### src/rtl/arb2_pkg.sv
// arb2_pkg: shared constants for the two-source stream arbiter.
//   SRC_A / SRC_B : source encoding used for grant, prio and y_sel.
//   DATA_W_DEF    : default payload width.
package arb2_pkg;
  localparam logic SRC_A      = 1'b0;
  localparam logic SRC_B      = 1'b1;
  localparam int   DATA_W_DEF = 8;
endpackage

### src/rtl/mux2.sv
// mux2: single-bit 2:1 select.
//   a, b : inputs (a chosen when sel=0)
//   sel  : select
//   y    : output
module mux2 (
  input  logic a,
  input  logic b,
  input  logic sel,
  output logic y
);
  assign y = sel ? b : a;
endmodule

### src/rtl/arb2_stream.sv
// arb2_stream: round-robin merge of two valid/ready streams into one
// registered output stage (1-cycle latency, 1 beat/cycle throughput).
//   clk, rst               : clock, async active-high reset
//   a_valid/a_ready/a_last : source A handshake, a_data payload
//   b_valid/b_ready/b_last : source B handshake, b_data payload
//   y_valid/y_ready/y_last : merged output handshake, y_data payload
//   y_sel                  : source of the held beat (0=A, 1=B)
// Optional feature: define ARB2_LOCK_EN to keep the grant on one source
// for a whole packet (until its last beat is accepted).
module arb2_stream
  import arb2_pkg::*;
#(
  parameter int DATA_W = DATA_W_DEF
) (
  input  logic              clk,
  input  logic              rst,
  input  logic              a_valid,
  output logic              a_ready,
  input  logic              a_last,
  input  logic [DATA_W-1:0] a_data,
  input  logic              b_valid,
  output logic              b_ready,
  input  logic              b_last,
  input  logic [DATA_W-1:0] b_data,
  output logic              y_valid,
  input  logic              y_ready,
  output logic              y_last,
  output logic [DATA_W-1:0] y_data,
  output logic              y_sel
);

  logic              y_valid_q, y_valid_d;
  logic [DATA_W-1:0] y_data_q, y_data_d;
  logic              y_last_q, y_last_d;
  logic              y_sel_q, y_sel_d;
  logic              prio_q, prio_d;
`ifdef ARB2_LOCK_EN
  logic              lock_q, lock_d;
  logic              owner_q, owner_d;
`endif

  logic              load_ok, grant, accept;
  logic [DATA_W:0]   a_bus, b_bus, mux_y;

  // Data and last travel together through the per-bit muxes.
  assign a_bus = {a_last, a_data};
  assign b_bus = {b_last, b_data};

  for (genvar i = 0; i <= DATA_W; i++) begin : g_mux
    mux2 u_mux (
      .a   (a_bus[i]),
      .b   (b_bus[i]),
      .sel (grant),
      .y   (mux_y[i])
    );
  end

  // Register may load when empty or when its beat leaves this cycle.
  assign load_ok = !y_valid_q || y_ready;

  always_comb begin
    grant = prio_q;
    if (a_valid && !b_valid)      grant = SRC_A;
    else if (b_valid && !a_valid) grant = SRC_B;
`ifdef ARB2_LOCK_EN
    // Mid-packet: the owner keeps the grant even if it goes idle.
    if (lock_q) grant = owner_q;
`endif
  end

  assign a_ready = load_ok && (grant == SRC_A);
  assign b_ready = load_ok && (grant == SRC_B);
  assign accept  = load_ok && ((grant == SRC_B) ? b_valid : a_valid);

  always_comb begin
    y_valid_d = y_valid_q;
    y_data_d  = y_data_q;
    y_last_d  = y_last_q;
    y_sel_d   = y_sel_q;
    prio_d    = prio_q;
`ifdef ARB2_LOCK_EN
    lock_d    = lock_q;
    owner_d   = owner_q;
`endif
    if (accept) begin
      y_valid_d = 1'b1;
      y_data_d  = mux_y[DATA_W-1:0];
      y_last_d  = mux_y[DATA_W];
      y_sel_d   = grant;
`ifdef ARB2_LOCK_EN
      if (mux_y[DATA_W]) begin
        lock_d = 1'b0;
        prio_d = ~grant;
      end else begin
        lock_d  = 1'b1;
        owner_d = grant;
      end
`else
      prio_d = ~grant;
`endif
    end else if (y_ready) begin
      y_valid_d = 1'b0;
    end
  end

  always_ff @(posedge clk or posedge rst) begin
    if (rst) begin
      y_valid_q <= 1'b0;
      y_data_q  <= '0;
      y_last_q  <= 1'b0;
      y_sel_q   <= SRC_A;
      prio_q    <= SRC_A;
`ifdef ARB2_LOCK_EN
      lock_q    <= 1'b0;
      owner_q   <= SRC_A;
`endif
    end else begin
      y_valid_q <= y_valid_d;
      y_data_q  <= y_data_d;
      y_last_q  <= y_last_d;
      y_sel_q   <= y_sel_d;
      prio_q    <= prio_d;
`ifdef ARB2_LOCK_EN
      lock_q    <= lock_d;
      owner_q   <= owner_d;
`endif
    end
  end

  assign y_valid = y_valid_q;
  assign y_data  = y_data_q;
  assign y_last  = y_last_q;
  assign y_sel   = y_sel_q;

endmodule

### config.mk
export PLATFORM = sky130hd
export DESIGN_NAME = arb2_stream
export DESIGN_NICKNAME = d
export VERILOG_FILES = /design/src/rtl/arb2_pkg.sv /design/src/rtl/mux2.sv /design/src/rtl/arb2_stream.sv
export SDC_FILE = /design/constraint.sdc
export NUM_CORES = 1
export LEC_CHECK = 0
export CAP_MARGIN = 20
export CELL_PAD_IN_SITES_DETAIL_PLACEMENT = 1
export CELL_PAD_IN_SITES_GLOBAL_PLACEMENT = 1
export CORE_ASPECT_RATIO = 1.75
export CORE_MARGIN = 3
export CORE_UTILIZATION = 27
export DETAILED_ROUTE_END_ITERATION = 10
export PLACE_DENSITY = 0.73
export REMOVE_ABC_BUFFERS = 1
export SYNTH_ARGS = -nofsm -noshare
export SYNTH_HDL_FRONTEND = slang
export SYNTH_HIERARCHICAL = 1
export SYNTH_SLANG_ARGS = --single-unit
### constraint.sdc
create_clock -name clk -period 1.99 [get_ports clk]
set_input_delay 0.199 -clock clk [delete_from_list [all_inputs] [get_ports clk]]
set_output_delay 0.199 -clock clk [all_outputs]
set_load 0.05 [all_outputs]
==> flow_summary.yaml, run 1 <==
routing:
  vias_per_cell: 4.750
  firstDrtPassIters: 2
  via_count: 513
  initialDrtViolationCount: 3
  postRouteAntennaNets: 0
  route.detailed.drc: 0
  avgRoutedWirePerCell_um: 14.52
  routed_wl_um: 1568
floorplan:
  num_io_pins: 36
  die_w_um: 42.61
  fp.dieH_um: 70.06
  core_area_um2: 2175
  placementRows: 22
  dieArea_um2: 2985
  initial_core_util: 0.2911
layout:
  antenna_cells: 0
  area_growth_pct: 67.98
  fin_nets: 109
  layout-drive-gt1-share: 0.3333
power_and_ir_drop:
  ir_worst_vdd_uv: 449.3
  finalPower_mw: 0.9488
  p_leak_nw: 0.4600
  pwr-share-seq: 0.337
  p_sw_frac: 0.3868
  p_clk_frac: 0.152
  p_switching_mw: 0.3670
  p_comb_frac: 0.510
  p_int_mw: 0.5818
  power.density_nw_per_um2: 892.2
global_routing:
  grt_pass1_wl_um: 2656
  grtUsageTotal: 0.1153
  grt-ovfl-total: 0
  grt_pass1_vias: 605
  antenna_found_initial: 0
  grt_max_degree: 13
setup_path:
  worst_path_largest_cell_delay_ps: 530
  cp.required_ps: 1790
  crit_path_end_kind: "output pin"
  path_cells: "clkdlybuf4s50_1, inv_1, maj3_2, nor2_1, buf_12"
  crit_type: "in -> out"
  cp.arrival_ps: 1660
  path_max_fanout: 11
  slowest_stage: "clkdlybuf4s50_1"
  startpoint_type: "input port"
logic_synthesis:
  yosysWarnings: 6
  synth_seq_cells: 12
  syn_area_um2: 633.1
  syn_inst: 45
  synth.avg_cell_area_um2: 14.07
  yosysUniqueCellTypes: 14
  synth_seq_area_share: 0.4743
clock_tree:
  postCtsSetupBuffers: 0
  cts-root-buf: "clkbuf_4"
  cts_tree: "done"
  cts_buffers: 3
  htree_levels: 1
  cts_buffer_depth: 2
  clk_pin_slew_ps: 70
  hold_buffers: 0
  clk_latency_ps: 270
  cts_resized: 0
  clock_sinks: 12
worst_hold_path:
  hp-class: "in -> async"
placement:
  gp_congestion: 0.6392
  post-place-ws_ps: -1.634
  port_buffers: 35
  dp_hpwl_um: 1300
timing:
  finalCritPeriodShare: 0.9334
  period_needed_ps: 1858
  rsz0062_at_grt: "false"
  maxSlewViolCount: 0
  worst_pin_slew_ps: 505.6
  finalHoldViolations: 0
  skew_ps: 0.9759
  max_freq_ghz: 0.5383
  finalSetupViolations: 0
  worst_slack_ps: 132.5
  relSlewSlack: 0.6619
outcome:
  status: "complete, no violations"
flow_run:
  max_cap_viol_count: 0
## power by group through the flow
stage,clock (mW),sequential [mW],combinational [mW]
floorplan,0,0.481,0.147
global placement,0,0.325,0.485
detailed placement,0,0.326,0.490
CTS,0.157,0.322,0.490
global route,0.166,0.330,0.505
finish,0.145,0.320,0.484
## registers in the layout, indices dropped and copies added (netlist names)
signal   count
y_last       1
y_valid      1
prio_q       1
y_data       8
y_sel        1
## critical path: cells and delay by family
kind,cells,cell delay (ps)
buf+inv,3,760
simple gates,1,240
fa+ha+maj,1,450
## cells by family (layout without fill, tap and decap cells)
logic type,Yosys count,in the layout,synth area share
simple gates,8,8,0.08697
buf+inv,2,41,0.01186
mux,18,18,0.3735
compound gates,4,4,0.03557
fa+ha+maj,1,1,0.01779
flops,12,12,0.4743
## routing by layer
metal	routed length (µm)	GRT usage	vias up
met5	0	0	-
met1	572	0.1182	247
li1	-	-	242
met2	902	0.2224	22
met3	84	0.01804	2
met4	9	0.04152	0
## cell usage after synthesis (all sizes together)
cell type | count | area [µm²]
a31oi | 2 | 12.51
nor2b | 1 | 13.76
nand2 | 2 | 7.510
a21oi | 2 | 10.01
dfrtp | 12 | 300.3
and2 | 1 | 6.260
mux2 | 18 | 236.5
inv | 2 | 7.510
nand2b | 1 | 6.260
nor2 | 3 | 21.27
maj3 | 1 | 11.26
## cell type report
type                    count  area (µm²)
fillers                   237        1111
repair buffers             36       377.9
multi-input cells          31       325.3
flip-flops and latches     12       300.3
well taps                  24       30.03
clock buffers               3       22.52
inverters                   2       7.507
## placed cells by master (no fill, tap or decap)
cell type,Yosys,routed
mux2_2,9,9
nand2b_1,1,1
nor2_4,1,1
inv_1,2,2
buf_12,0,2
nor2_2,1,1
dfrtp_1,12,12
mux2_4,9,9
nand2_1,2,2
buf_4,0,1
maj3_2,1,1
and2_1,1,1
clkdlybuf4s50_1,0,33
a31oi_1,2,2
nor2b_4,1,1
a21oi_1,2,2
clkbuf_4,0,3
nor2_1,1,1
## final timing paths
path	start	to	slack (ps)	cells past startpoint
max in group asynchronous	rst	y_data[3]	1400	2
max reg2reg	prio_q	y_data[6]	390	3
min reg2reg	y_data[7]	y_data[7]	510	1
max	a_valid	a_ready	130	5
min in group clk	y_data[7]	y_data[7]	510	1
min	rst	y_data[4]	260	2
## stage by stage
stage | util | setup TNS [ps] | instances | hold slack (ps) | cell area [µm²]
final | 0.4891 | 0 | 108 | 257.2 | 1064
after detailed placement | 0.4787 | -1.634 | 105 | 498.4 | 1041
after global placement | 0.4787 | 0 | 105 | 490.1 | 1041
after global routing | 0.4891 | 0 | 108 | 278.2 | 1064
after floorplan | - | 0 | 45 | 63.70 | 633.1
after CTS | 0.4891 | 0 | 108 | 261.5 | 1064
No activity file was read; power rests on OpenSTA's default activity.
==> run 2, diff against run 1 <==
Settings changed: CTS_CLUSTER_SIZE set to 24.
==> results of run 2 <==
Final layout, timing and power as in run 1 (identical DEF).
